[config.mk]
export PLATFORM = sky130hd
export DESIGN_NAME = bp_pkt_arb
export DESIGN_NICKNAME = d
export VERILOG_FILES = /design/src/rtl/bp_pkt_arb_pkg.sv /design/src/rtl/bp_pkt_arb.sv
export SDC_FILE = /design/constraint.sdc
export NUM_CORES = 1
export LEC_CHECK = 0
export ABC_AREA = 1
export BUFFER_PORTS_ARGS = -buffer_cell sky130_fd_sc_hd__buf_2
export CORE_ASPECT_RATIO = 0.9
export CORE_UTILIZATION = 40
export CTS_BUF_LIST = sky130_fd_sc_hd__clkbuf_8
export CTS_CLUSTER_SIZE = 14
export DETAILED_ROUTE_END_ITERATION = 7
export GPL_TIMING_DRIVEN = 0
export PLACE_DENSITY = 0.66
export SLEW_MARGIN = 20
export SYNTH_ARGS = -nofsm -noshare
export SYNTH_HDL_FRONTEND = slang
export SYNTH_SLANG_ARGS = --single-unit
[constraint.sdc]
create_clock -name i_clk -period 2 [get_ports i_clk]
set_clock_uncertainty 0.2 [all_clocks]
set_input_delay 0.2 -clock i_clk [delete_from_list [all_inputs] [get_ports i_clk]]
set_output_delay 0.2 -clock i_clk [all_outputs]
set_load 0.02 [all_outputs]
[src/rtl/bp_pkt_arb_pkg.sv]
// Shared types and constants for the two-source BytePipe packet arbiter.
// Holds the owner-state encoding, the byte width and the idle-counter sizing helper.
package bpPkg;

   typedef enum logic [1:0] {
      IDLE = 2'd0,
      OWN0 = 2'd1,
      OWN1 = 2'd2
   } state_e;

   localparam int BP_DW = 8;

   function automatic int to_cnt_w(input int unsigned cycles);
      return $clog2(cycles + 1);
   endfunction

endpackage

[src/rtl/bp_pkt_arb.sv]
// Packet-atomic round-robin arbiter merging two BytePipe sources onto one downstream port.
// A stalled owner (valid low) loses its grant after TIMEOUT_CYCLES enabled idle cycles.
module bp_pkt_arb
   import bpPkg::*;
#(
   parameter int TIMEOUT_CYCLES = 255
) (
   input  logic             i_clk,
   input  logic             i_rst,
   input  logic             i_cg,
   input  logic [BP_DW-1:0] i_src0_data,
   input  logic             i_src0_valid,
   input  logic             i_src0_last,
   output logic             o_src0_ready,
   input  logic [BP_DW-1:0] i_src1_data,
   input  logic             i_src1_valid,
   input  logic             i_src1_last,
   output logic             o_src1_ready,
   output logic [BP_DW-1:0] o_bp_data,
   output logic             o_bp_valid,
   input  logic             i_bp_ready,
   output logic [1:0]       o_grant,
   output logic [7:0]       o_timeoutCount
);

   localparam int CW = to_cnt_w(TIMEOUT_CYCLES);
   // The edge that ends the TIMEOUT_CYCLES-th idle cycle is the revoking edge.
   localparam logic [CW-1:0] IDLE_LIMIT = CW'(TIMEOUT_CYCLES - 1);

   state_e        state_q, state_d;
   logic          last_owner_q, last_owner_d;
   logic [CW-1:0] idle_cnt_q, idle_cnt_d;
   logic [7:0]    to_cnt_q, to_cnt_d;

   logic own0, own1, own_valid, own_last, xfer;

   always_comb begin
      own0      = (state_q == OWN0);
      own1      = (state_q == OWN1);
      own_valid = (own0 & i_src0_valid) | (own1 & i_src1_valid);
      own_last  = own0 ? i_src0_last : i_src1_last;
      xfer      = own_valid & i_bp_ready & i_cg;

      o_src0_ready   = own0 & i_bp_ready;
      o_src1_ready   = own1 & i_bp_ready;
      o_bp_valid     = own_valid;
      o_bp_data      = own0 ? i_src0_data : (own1 ? i_src1_data : '0);
      o_grant        = {own1, own0};
      o_timeoutCount = to_cnt_q;
   end

   always_comb begin
      // NOTE: every _d starts as its _q so no path through this block can infer a latch.
      state_d      = state_q;
      last_owner_d = last_owner_q;
      idle_cnt_d   = idle_cnt_q;
      to_cnt_d     = to_cnt_q;

      if (i_cg) begin
         case (state_q)
            IDLE: begin
               idle_cnt_d = '0;
               if (i_src0_valid && (!i_src1_valid || last_owner_q)) begin
                  state_d = OWN0;
               end else if (i_src1_valid) begin
                  state_d = OWN1;
               end
            end
            OWN0, OWN1: begin
               if (xfer) begin
                  idle_cnt_d = '0;
                  if (own_last) begin
                     state_d      = IDLE;
                     last_owner_d = own1;
                  end
               end else if (!own_valid) begin
                  if (idle_cnt_q == IDLE_LIMIT) begin
                     state_d      = IDLE;
                     last_owner_d = own1;
                     idle_cnt_d   = '0;
                     if (to_cnt_q != '1) begin
                        to_cnt_d = to_cnt_q + 8'd1;
                     end
                  end else begin
                     idle_cnt_d = idle_cnt_q + CW'(1);
                  end
               end
            end
            default: state_d = IDLE;
         endcase
      end
   end

   // NOTE: state registers use non-blocking assignments so all flops update together on the edge.
   always_ff @(posedge i_clk) begin
      if (i_rst) begin
         state_q      <= IDLE;
         last_owner_q <= 1'b1;
         idle_cnt_q   <= '0;
         to_cnt_q     <= '0;
      end else begin
         state_q      <= state_d;
         last_owner_q <= last_owner_d;
         idle_cnt_q   <= idle_cnt_d;
         to_cnt_q     <= to_cnt_d;
      end
   end

endmodule
# After elaboration in Yosys (flattened, before gate mapping)
# Cells that the tools add are included.
[op_classes] n_addsub=2 n_eq_ne=10 n_mux=18 bitwise_logic=9 reduce_logical=11
[ops] operator="two-way mux 8 bit" count=5
[ops] operator="adder 8 x 1 -> 8 bit (second input constant)" count=2
[ops] operator="case mux 8 bit (2 select lines)" count=1
[ops] operator="two-way mux 2 bit" count=6
[ops] operator="!= test 3 bit (second input constant)" count=4
[ops] operator="AND reduction 5 bit" count=2
[ops] operator="== test 8 bit (second input constant)" count=1
[ops] operator="!= test 8 bit (second input constant)" count=1
[ops] operator="bitwise AND 1 bit" count=6
[ops] operator="AND reduction 6 bit" count=1
[ops] operator="two-way mux 1 bit" count=5
[ops] operator="case mux 2 bit (2 select lines)" count=1
[ops] operator="nonzero test 2 bit" count=2
[ops] operator="AND reduction 3 bit" count=1
[ops] operator="== test 2 x 1 -> 1 bit (second input constant)" count=1
[ops] operator="== test 2 bit (second input constant)" count=1
[ops] operator="logical NOT 2 bit" count=1
[ops] operator="!= test 2 x 1 -> 1 bit (second input constant)" count=1
[ops] operator="!= test 2 bit (second input constant)" count=1
[ops] operator="inverter 1 bit" count=2
[ops] operator="OR reduction 2 bit" count=1
[ops] operator="logical AND 1 bit" count=1
[ops] operator="logical NOT 1 bit" count=1
[ops] operator="logical OR 1 bit" count=1
[ops] operator="OR 1 bit" count=1
[word_totals] regBits=19 inputBits=24 out_inout_bits=21

# Logic depth before layout (Yosys ltp)
[logic_depth] depth_word=7 depth_mapped=11 mapped_depth_nobuf=11

# Worst setup path after synthesis
# OpenSTA, ideal clock, no wires.
[synth_path] kind="reg2reg" startpoint="register to_cnt_q[1], in the netlist o_timeoutCount[1]" endpoint="register to_cnt_q[1], in the netlist o_timeoutCount[1]" setup_ns=0.116 t_arrival_ns=1.426 slack_ns=0.258 stages_incl_launch_ff=9 path_buffers=0 synth_period_minus_slack_ns=1.742 path_cell_list="dfxtp_1 > ha_1 > nand2_2 > nor3_4 > nand3_4 > nand2_4 > inv_2 > nor2_1 > nor2_1"
[synth_via] elab_chain_len=2 word_cells_on_any_way=3 classes_between="add/sub: 1; eq/ne: 1; reduce/logical: 1"
[synth_rtl] element="from (decl)" line="bp_pkt_arb.sv:33" text="logic [7:0] to_cnt_q, to_cnt_d;"
[synth_rtl] element="from (signal assigned)" line="bp_pkt_arb.sv:105" text="to_cnt_q <= to_cnt_d;"
[synth_rtl] element="branches (longest 2 deep; another with adder 8 x 1 -> 8 bit)"
# Several ways; the timed one is not identified.
# A chain may end at the register's enable or synchronous reset.

# Worst setup path after layout
[layout_path] startpoint="register state_q[0]" endpoint="output o_bp_data[5]"
[layout_via] elab_chain_len=3 word_cells_on_any_way=4 classes_between="eq/ne: 2; mux: 2"
[layout_rtl] element="from (decl)" line="bp_pkt_arb.sv:30" text="state_e state_q, state_d;"
[layout_rtl] element="from (signal assigned)" line="bp_pkt_arb.sv:102" text="state_q <= state_d;"
[layout_rtl] element="== test 2 bit" line="bp_pkt_arb.sv:39" text="own1 = (state_q == OWN1);"
[layout_rtl] element="via own1" line="bp_pkt_arb.sv:35" text="logic own0, own1, own_valid, own_last, xfer;"
[layout_rtl] element="two-way mux 8 bit (2 in a row)" line="bp_pkt_arb.sv:47" text="o_bp_data = own0 ? i_src0_data : (own1 ? i_src1_data : '0);"
[layout_rtl] element="to (decl)" line="bp_pkt_arb.sv:19" text="output logic [BP_DW-1:0] o_bp_data,"
# The timed path passes the listed nets, and every way through them passes these cells.

==> flow_metrics.env <==
export IMPL_status="completed"
export IMPL_rows=19
export IMPL_yosys_area_share_adder_pct=5.48
export IMPL_use_met3_pct=3.80
export IMPL_grt_use_met1_pct=23.0
export IMPL_final_util_pct=54.8
export IMPL_max_freq_ghz=0.528
export IMPL_ios=45
export IMPL_rrSetupSlack_ps=140
export IMPL_top_usage_layer="met2"
export IMPL_syn_mean_instance_area_um2=6.37
export IMPL_syn_inst=215
export IMPL_die_w_um=63.7
export IMPL_viasPerCell=4.64
export IMPL_wirelength_um=3000
export IMPL_cp_required_ps=1600
export IMPL_powerDensity_nw_per_um2=732
export IMPL_setup_viol=0
export IMPL_worst_pin_slew_ps=305
export IMPL_syn_to_final_growth_pct=26.6
export IMPL_start_util_pct=43.3
export IMPL_clock_latency_ps=260
export IMPL_cp_arrival_ps=1490
export IMPL_die_area_um2=3660
export IMPL_met2_usage_pct=26.6
export IMPL_leakage_nw=0.877
export IMPL_synth_mux_area_share_pct=0
export IMPL_hold_depth=5
export IMPL_antenna_diode_count=0
export IMPL_cts_tree="done"
export IMPL_grt_usage_pct=16.7
export IMPL_synth_compound_area_share_pct=6.12
export IMPL_timing_final_crit_share_pct=94.7
export IMPL_clockRootBuffer="clkbuf_8"
export IMPL_synth_top_family_by_area="simple AND/OR/NAND/NOR gates"
export IMPL_drv_slew=0
export IMPL_fp_dieH_um=57.5
export IMPL_core_area_um2=3160
export IMPL_drtIter0Drc=63
export IMPL_vias=1424
export IMPL_wl_per_cell_um=9.76
export IMPL_drive_gt1_share_pct=27.9
export IMPL_grt_overflow_total=0
export IMPL_hold_class="in2reg"
export IMPL_hpwl_um=2270
export IMPL_clock_path_buffers=2
export IMPL_ant_nets=0
export IMPL_rsz0062_at_grt="true"
export IMPL_grt_max_degree=12
export IMPL_yosysWarnings=0
export IMPL_worstPathMaxFanout=10
export IMPL_clkTransAtPathRegs_ps=80
export IMPL_grt_pass1_vias=1168
export IMPL_synth_area_um2=1370
export IMPL_synth_area_leader_cell="dfxtp_1"
export IMPL_hold_viol=0
export IMPL_synth_top_area_share_pct=27.8
export IMPL_endpoint_kind="output port"
export IMPL_ys_seq_area_share_pct=27.8
export IMPL_finalNetCount=296
export IMPL_yosys_area_share_simple_pct=48.0
export IMPL_slew_headroom_pct=79.5
export IMPL_synth_seq_cells=19
export IMPL_io_buffers=44
export IMPL_fin_ws_ps=106
export IMPL_ff2ff_path_depth=10
export IMPL_maxCapViolCount=0
export IMPL_htreeDepth=1
export IMPL_drc=0
export IMPL_syn_num_nets=245
export IMPL_clock_sinks=19
export IMPL_drt_pre_antenna_iters=4
export IMPL_grt_first_pass_wirelength_um=4950
export IMPL_pre_cts_slack_ps=90.6
export IMPL_period_needed_ps=1890
export IMPL_synth_distinct_cells=30
export IMPL_gp_congestion=0.800
export IMPL_cp_start_kind="register"
export IMPL_synth_area_leaders="dfxtp_1 (28%), nand2_1 (18%), nand3_1 (11%)"
export IMPL_path_class="reg2out"
export IMPL_grt_antenna_before_repair=0
export IMPL_synth_xor_area_share_pct=3.20
export IMPL_ir_worst_vdd_mv=0.488
export IMPL_numCtsBuffers=3
-- routing by layer --
metal  routed length, µm  vias to the layer above
li1                    -                      783
met1                1560                      602
met2                1260                       39
met3                 169                        0
met4                   0                        0
met5                   0                        -
-- Yosys cell counts --
master	instances
clkinv_1	2
nand4_1	3
nand2_1	64
clkbuf_1	1
dfxtp_1	19
nand3_2	1
buf_2	1
nand2_2	3
o211ai_1	1
nor3b_2	1
nor2_2	1
nand3_1	29
nand3_4	1
nor4_1	1
xor2_1	4
nor3_4	1
o21a_1	1
a21oi_2	1
buf_4	2
xnor2_1	1
nand2_4	4
inv_2	2
nor2_1	26
inv_1	24
nor2_4	1
ha_1	6
a21oi_1	7
nor3_1	1
o21ai_0	5
nand3b_1	1
-- cell type report --
type,instances,area (µm²)
sequential,19,380
clock inverter,1,5.00
timing repair buffer,46,238
fill,340,1430
inverter,28,109
multi-input combinational,164,881
tap,42,52.6
buffer,4,27.5
clock buffer,3,41.3
-- placed cells by master (no fill, tap or decap), drive strengths merged, types with 2 or more instances in the layout --
cell / instances
a21oi: 8
buf: 48
clkbuf: 4
clkinv: 2
dfxtp: 19
ha: 6
inv: 26
nand2: 71
nand3: 31
nand4: 3
nor2: 28
nor3: 2
o21ai: 5
xor2: 4
-- critical path: stages (launching register included) --
cell	delay, ps
dfxtp_1	330
inv_1	120
ha_1	220
buf_2	230
nand3_1	100
nand2_1	70
buf_2	160
-- path summary, 6_finish.rpt --
path           startpoint       endpoint
max reg2reg    state_q[1]  idle_cnt_q[3]
min reg2reg  last_owner_q   last_owner_q
max            state_q[0]   o_bp_data[5]
min          i_src0_valid     state_q[0]
-- cells by family after synthesis --
kind of cell    Yosys count
simple gates            138
buf+inv                  32
flops                    19
compound gates           15
fa+ha+maj                 6
xor+xnor                  5
-- what timing repair did --
item	in CTS	in global routing
hold buffers	1	0
hold endpoints to repair	5	0
setup endpoints to repair	0	12
resized for setup	0	10
buffers inserted	0	1
-- state kept, by name, summed over array words and instances, names as in the netlist --
name,cells
last_owner_q,1
idle_cnt_q,8
o_timeoutCount,8
state_q,2
-- metrics by stage --
step / TNS, ps / area (µm²) / cells / hold WS, ps / total power [mW]
finish: 0 / 1730 / 307 / 135 / 1.27
global route: -22.8 / 1730 / 307 / 157 / 1.37
CTS: 0 / 1700 / 306 / 131 / 1.25
detailed placement: 0 / 1640 / 301 / 260 / 0.969
global placement: 0 / 1640 / 301 / 246 / 0.969
floorplan: 0 / 1370 / 215 / 69.1 / 0.822
-- where the power goes --
part           leakage, nW  switching, mW  internal [mW]
logic                0.698          0.364          0.215
clock network       0.0255          0.132          0.139
registers            0.154         0.0205          0.400
Note: power is estimated with default switching activity, not from simulation.
